## src/rtl/uart_tx_feeder_if.sv

```systemverilog
// Bundle of CPU-side push signals and UART-side strobe signals for the TX feeder.
// The feeder uses the slave view; the CPU/UART side uses the master view.
interface uart_tx_feeder_if #(parameter int ADDR_W = 4);
   logic              wr;
   logic [7:0]        tx_data;
   logic              clr_overflow;
   logic              full;
   logic              empty;
   logic [ADDR_W:0]   level;
   logic              overflow;
   logic              idle;
   logic              uart_wr;
   logic [7:0]        uart_tx_data;
   logic              uart_busy;

   modport slave (
      input  wr, tx_data, clr_overflow, uart_busy,
      output full, empty, level, overflow, idle, uart_wr, uart_tx_data
   );

   modport master (
      output wr, tx_data, clr_overflow, uart_busy,
      input  full, empty, level, overflow, idle, uart_wr, uart_tx_data
   );
endinterface

```

## src/rtl/uart_tx_feeder.sv

```systemverilog
// Byte FIFO feeding a UART transmitter: one-cycle write strobes, with a guard
// cycle after each strobe so the transmitter has time to raise busy.
module uart_tx_feeder #(
   parameter int DEPTH  = 16,
   parameter int ADDR_W = 4
) (
   input  logic             clk,
   input  logic             reset,
   uart_tx_feeder_if.slave  bus
);

   typedef enum logic [1:0] {ST_IDLE, ST_GUARD, ST_WAIT} state_e;

   localparam logic [ADDR_W:0]   LVL_FULL = (ADDR_W+1)'(DEPTH);
   localparam logic [ADDR_W:0]   LVL_ONE  = (ADDR_W+1)'(1);
   localparam logic [ADDR_W-1:0] PTR_ONE  = ADDR_W'(1);

   state_e            state_q, state_d;
   logic [ADDR_W-1:0] wr_ptr_q, wr_ptr_d;
   logic [ADDR_W-1:0] rd_ptr_q, rd_ptr_d;
   logic [ADDR_W:0]   level_q, level_d;
   logic              overflow_q, overflow_d;
   logic              uart_wr_q, uart_wr_d;
   logic [7:0]        uart_tx_data_q, uart_tx_data_d;
   logic [7:0]        mem_q [DEPTH];
   logic [7:0]        mem_d [DEPTH];

   logic full_w, empty_w, push, pop;

   always_comb begin
      full_w  = (level_q == LVL_FULL);
      empty_w = (level_q == '0);
      pop     = (state_q == ST_IDLE) && !empty_w && !bus.uart_busy;
      // A push into a full FIFO still lands when the head leaves on the same edge.
      push    = bus.wr && (!full_w || pop);

      state_d        = state_q;
      wr_ptr_d       = wr_ptr_q;
      rd_ptr_d       = rd_ptr_q;
      level_d        = level_q;
      overflow_d     = overflow_q;
      uart_wr_d      = 1'b0;
      uart_tx_data_d = uart_tx_data_q;
      mem_d          = mem_q;

      case (state_q)
         ST_IDLE:  if (pop) state_d = ST_GUARD;
         ST_GUARD: state_d = ST_WAIT;
         ST_WAIT:  if (!bus.uart_busy) state_d = ST_IDLE;
         default:  state_d = ST_IDLE;
      endcase

      if (pop) begin
         uart_wr_d      = 1'b1;
         uart_tx_data_d = mem_q[rd_ptr_q];
         rd_ptr_d       = rd_ptr_q + PTR_ONE;
      end

      if (push) begin
         mem_d[wr_ptr_q] = bus.tx_data;
         wr_ptr_d        = wr_ptr_q + PTR_ONE;
      end

      case ({push, pop})
         2'b10:   level_d = level_q + LVL_ONE;
         2'b01:   level_d = level_q - LVL_ONE;
         default: level_d = level_q;
      endcase

      // A drop in the same cycle as a clear wins so no overflow is lost.
      if (bus.wr && !push)        overflow_d = 1'b1;
      else if (bus.clr_overflow)  overflow_d = 1'b0;
   end

   always_ff @(posedge clk) begin
      if (reset) begin
         state_q        <= ST_IDLE;
         wr_ptr_q       <= '0;
         rd_ptr_q       <= '0;
         level_q        <= '0;
         overflow_q     <= 1'b0;
         uart_wr_q      <= 1'b0;
         uart_tx_data_q <= 8'h00;
      end else begin
         state_q        <= state_d;
         wr_ptr_q       <= wr_ptr_d;
         rd_ptr_q       <= rd_ptr_d;
         level_q        <= level_d;
         overflow_q     <= overflow_d;
         uart_wr_q      <= uart_wr_d;
         uart_tx_data_q <= uart_tx_data_d;
      end
   end

   // Storage needs no reset; only entries behind the write pointer are ever read.
   always_ff @(posedge clk) begin
      if (!reset) mem_q <= mem_d;
   end

   assign bus.full         = full_w;
   assign bus.empty        = empty_w;
   assign bus.level        = level_q;
   assign bus.overflow     = overflow_q;
   assign bus.idle         = empty_w && (state_q == ST_IDLE) && !bus.uart_busy;
   assign bus.uart_wr      = uart_wr_q;
   assign bus.uart_tx_data = uart_tx_data_q;

endmodule

```

## src/flat_wrapper.sv

```systemverilog
// flat-port wrapper written by rule: the top's interface ports become plain ports
module uart_tx_feeder_flat 
#(
   parameter int DEPTH  = 16,
   parameter int ADDR_W = 4
)
  (clk, reset, bus_wr, bus_tx_data, bus_clr_overflow, bus_uart_busy, bus_full, bus_empty, bus_level, bus_overflow, bus_idle, bus_uart_wr, bus_uart_tx_data);
  uart_tx_feeder_if #(.ADDR_W(ADDR_W)) bus_i ();
  input  logic clk;
  input  logic reset;
  input wire logic [$bits(bus_i.wr)-1:0] bus_wr;
  input wire logic [$bits(bus_i.tx_data)-1:0] bus_tx_data;
  input wire logic [$bits(bus_i.clr_overflow)-1:0] bus_clr_overflow;
  input wire logic [$bits(bus_i.uart_busy)-1:0] bus_uart_busy;
  output wire logic [$bits(bus_i.full)-1:0] bus_full;
  output wire logic [$bits(bus_i.empty)-1:0] bus_empty;
  output wire logic [$bits(bus_i.level)-1:0] bus_level;
  output wire logic [$bits(bus_i.overflow)-1:0] bus_overflow;
  output wire logic [$bits(bus_i.idle)-1:0] bus_idle;
  output wire logic [$bits(bus_i.uart_wr)-1:0] bus_uart_wr;
  output wire logic [$bits(bus_i.uart_tx_data)-1:0] bus_uart_tx_data;
  assign bus_i.wr = bus_wr;
  assign bus_i.tx_data = bus_tx_data;
  assign bus_i.clr_overflow = bus_clr_overflow;
  assign bus_i.uart_busy = bus_uart_busy;
  assign bus_full = bus_i.full;
  assign bus_empty = bus_i.empty;
  assign bus_level = bus_i.level;
  assign bus_overflow = bus_i.overflow;
  assign bus_idle = bus_i.idle;
  assign bus_uart_wr = bus_i.uart_wr;
  assign bus_uart_tx_data = bus_i.uart_tx_data;
  uart_tx_feeder #(.DEPTH(DEPTH), .ADDR_W(ADDR_W)) u_core (.clk(clk), .reset(reset), .bus(bus_i));
endmodule
```

## config.mk

```make
export PLATFORM = sky130hd
export DESIGN_NAME = uart_tx_feeder_flat
export DESIGN_NICKNAME = d
export VERILOG_FILES = /design/src/rtl/uart_tx_feeder_if.sv /design/src/rtl/uart_tx_feeder.sv /design/src/flat_wrapper.sv
export SDC_FILE = /design/constraint.sdc
export NUM_CORES = 1
export LEC_CHECK = 0
export BUFFER_PORTS_ARGS = -buffer_cell sky130_fd_sc_hd__buf_2
export CAP_MARGIN = 20
export CORE_MARGIN = 1.5
export CORE_UTILIZATION = 43
export CTS_CLUSTER_DIAMETER = 50
export DETAILED_ROUTE_END_ITERATION = 6
export MAX_ROUTING_LAYER = met4
export PLACE_DENSITY = 0.69
export SYNTH_ARGS = -nofsm -noshare
export SYNTH_HDL_FRONTEND = slang
export SYNTH_SLANG_ARGS = --single-unit
```

## constraint.sdc

```tcl
create_clock -name clk -period 3.8 [get_ports clk]
set_input_delay 0.38 -clock clk [delete_from_list [all_inputs] [get_ports clk]]
set_output_delay 0.38 -clock clk [all_outputs]
set_load 0.02 [all_outputs]
```

==> flow_summary.ini <==
[floorplan]
start_util = 0.441
die-area_um2 = 15000
coreArea_um2 = 13900
die_w_um = 122
ios = 31
rows = 43
die_h_um = 122

[grt]
antenna_found_initial = 0
overflow = 0
grt_pass1_vias = 3426
grt_usage = 0.184
grt_max_degree = 62
grt_pass1_wl_um = 19100

[sta]
finalHoldViolCount = 0
rsz0062_at_grt = no
setup_tns_ns = 0
setup_viol = 0
maxSlewHeadroom = 0.282
timing.hold.ws_ns = 0.236
post-route-period-util = 0.798
period_needed_ns = 3.03
slew_viol_final = 0
fin_skew_ns = 0.00798
fmax_ghz = 0.330
tightest_slew_ns = 1.08

[route]
postRouteAntennaNets = 0
routed_wl_um = 12400
first_iter_violations = 294
viasPerCell = 5.40
drc = 0
wl_per_cell_um = 19.7
first_pass_iters = 4
vias = 3401

[clock_network]
ctsResizeCount = 0
clk_latency_ns = 0.41
cts_root_buffer = clkbuf_16
cts_max_path_buffers = 2
numCtsBuffers = 17
hold_buffers = 0
clock_sinks = 153
cts-htree-levels = 4
path_clk_slew_ns = 0.06
cts_setup_buffers = 0
cts_tree = done

[setup_path]
cp_common_cell = ha_1
worstPathRequired_ns = 4.10
path_class = register to register
cp-start-kind = register
end_kind = register
critPathMaxStageDelay_ns = 0.50
path_buf_inv = 1
ff2ff_setup_slack_ns = 0.77
cp.arrival_ns = 3.33
critical-path-top-delay-family = simple AND/OR/NAND/NOR gates
crit_chain = or3_1, a31oi_4, inv_1, ha_1, ha_1, nor2b_1, o21ai_0, a21oi_1, or3b_1, mux2_2
crit_path_top_delay_cell = or3_1
cp_max_fo = 9

[pwr]
p_clk_frac = 0.368
vdd_ir_drop_max_mv = 0.347
p_seq_frac = 0.466
p_leak_nw = 2.25
p_switching_w = 0.00114
p_int_w = 0.00313
report.power.total_w = 0.00428
combPwrFrac = 0.166
swShare = 0.267
power_density_nw_per_um2 = 612

[finish]
design_area_um2 = 6990
drive_above_1_share = 0.144
antenna_cells = 0
syn_to_final_growth_pct = 14.0
final_core_util = 0.503
finalNetCount = 460

[synth]
synthArstFlopShare = 0
syn-cell-area_um2 = 6130
yosys.area.top_type = edfxtp_1
yosysUniqueCellTypes = 34
synthesis.nets = 429
ys_warn_count = 0
yosysMostFrequentCell = edfxtp_1
ys_ff_latch = 153
synth_edf_count = 128
syn_inst = 406
synth-seq-area-share = 0.709
synth_commonest_cells = 128 x edfxtp_1, 66 x mux2i_1, 44 x nor2_1
syn_area_per_cell_um2 = 15.1
synthFlopType = edfxtp_1
synth_top_cells_by_area = edfxtp_1 63%, mux2i_1 11%, dfxtp_1 8.2%
synth_top_cell_area_share = 0.627

[place]
numPortBuffers = 30
gp_congestion = 0.758
hpwl_um = 7920
dpl-instance-area_um2 = 6420

[job]
maxCapViolCount = 0

[worst_hold_path]
hp-class = primary input to register

[run_status]
outcome = completed
## per-stage QoR
step,std cells,setup WS (ns)
detailed placement,598,0.692
finish,630,0.766
floorplan,406,0.936
CTS,630,0.782
global placement,598,0.726
global route,630,0.589
## power groups by stage
stage | logic [W] | registers, W | clock network [W]
after global routing | 0.000783 | 0.00200 | 0.00167
after floorplan | 0.000436 | 0.00208 | 0
final | 0.000709 | 0.00199 | 0.00157
after detailed placement | 0.000712 | 0.00203 | 0
after CTS | 0.000715 | 0.00199 | 0.00161
after global placement | 0.000697 | 0.00202 | 0
## layout by cell type (no fill, tap or decap), types with 2 or more instances in the layout
master      instances
nand3_1             3
nor4_1              8
clkinvlp_4          2
nor2_1             44
nand2b_1            2
o22ai_1            32
buf_2              30
nand4_1             2
xnor2_1             3
nand2_1             8
clkbuf_16          17
clkinv_1            3
or3_1               3
clkbuf_8            4
a21oi_1             7
buf_4               3
clkbuf_1            3
nor2b_1             2
or3b_1              3
nor3_1              3
nand3b_1            5
a211oi_1            8
ha_1                9
dfxtp_1            24
mux2i_1            66
inv_1              10
xor2_1              5
edfxtp_1          128
## worst min-delay path: stages
cell	delay, ns
buf_2	0.07
nand2b_1	0.09
a21oi_1	0.06
## final timing paths
| check | start | endpoint | cells past startpoint |
|---|---|---|---|
| worst max-delay path | u_core.state_q[1] | u_core.bus.level[4] | 10 |
| worst min-delay path | bus_clr_overflow | u_core.bus.overflow | 3 |
| worst max register to register | u_core.state_q[1] | u_core.bus.level[4] | 10 |
| worst min register to register | u_core.bus.overflow | u_core.bus.overflow | 2 |
## area by class of cell
cell class	instances	area [um2]
fillers	1161	6890
flip-flops and latches	153	4350
multi-input cells	222	1640
clock buffers	24	492
well taps	180	225
repair buffers	33	173
clock inverters	8	70.1
inverters	10	37.5
## registers in the layout, summed over array words and instances, names as in the netlist
register                 flops
u_core.bus.level             5
u_core.mem_q               128
u_core.bus.overflow          1
u_core.rd_ptr_q              4
u_core.wr_ptr_q              4
u_core.bus.uart_wr           1
u_core.bus.uart_tx_data      8
u_core.state_q               2
## layer usage
layer	up-vias	GRT usage	part of all wire
met2	100	0.289	0.48
met1	1676	0.229	0.43
met3	24	0.0455	0.060
met4	0	0.0792	0.023
met5	-	-	0
li1	1601	-	-
## kinds of logic after synthesis
group	Yosys count	share of synthesized area
AOI/OAI and AO/OA	51	0.0551
adders and majority gates	10	0.0216
DFF	153	0.709
and+or+nand+nor	86	0.0700
xor gates and xnor gates	8	0.0114
muxes	67	0.110
buffers and inverters	31	0.0233
Note: power is estimated with default switching activity, not from simulation.
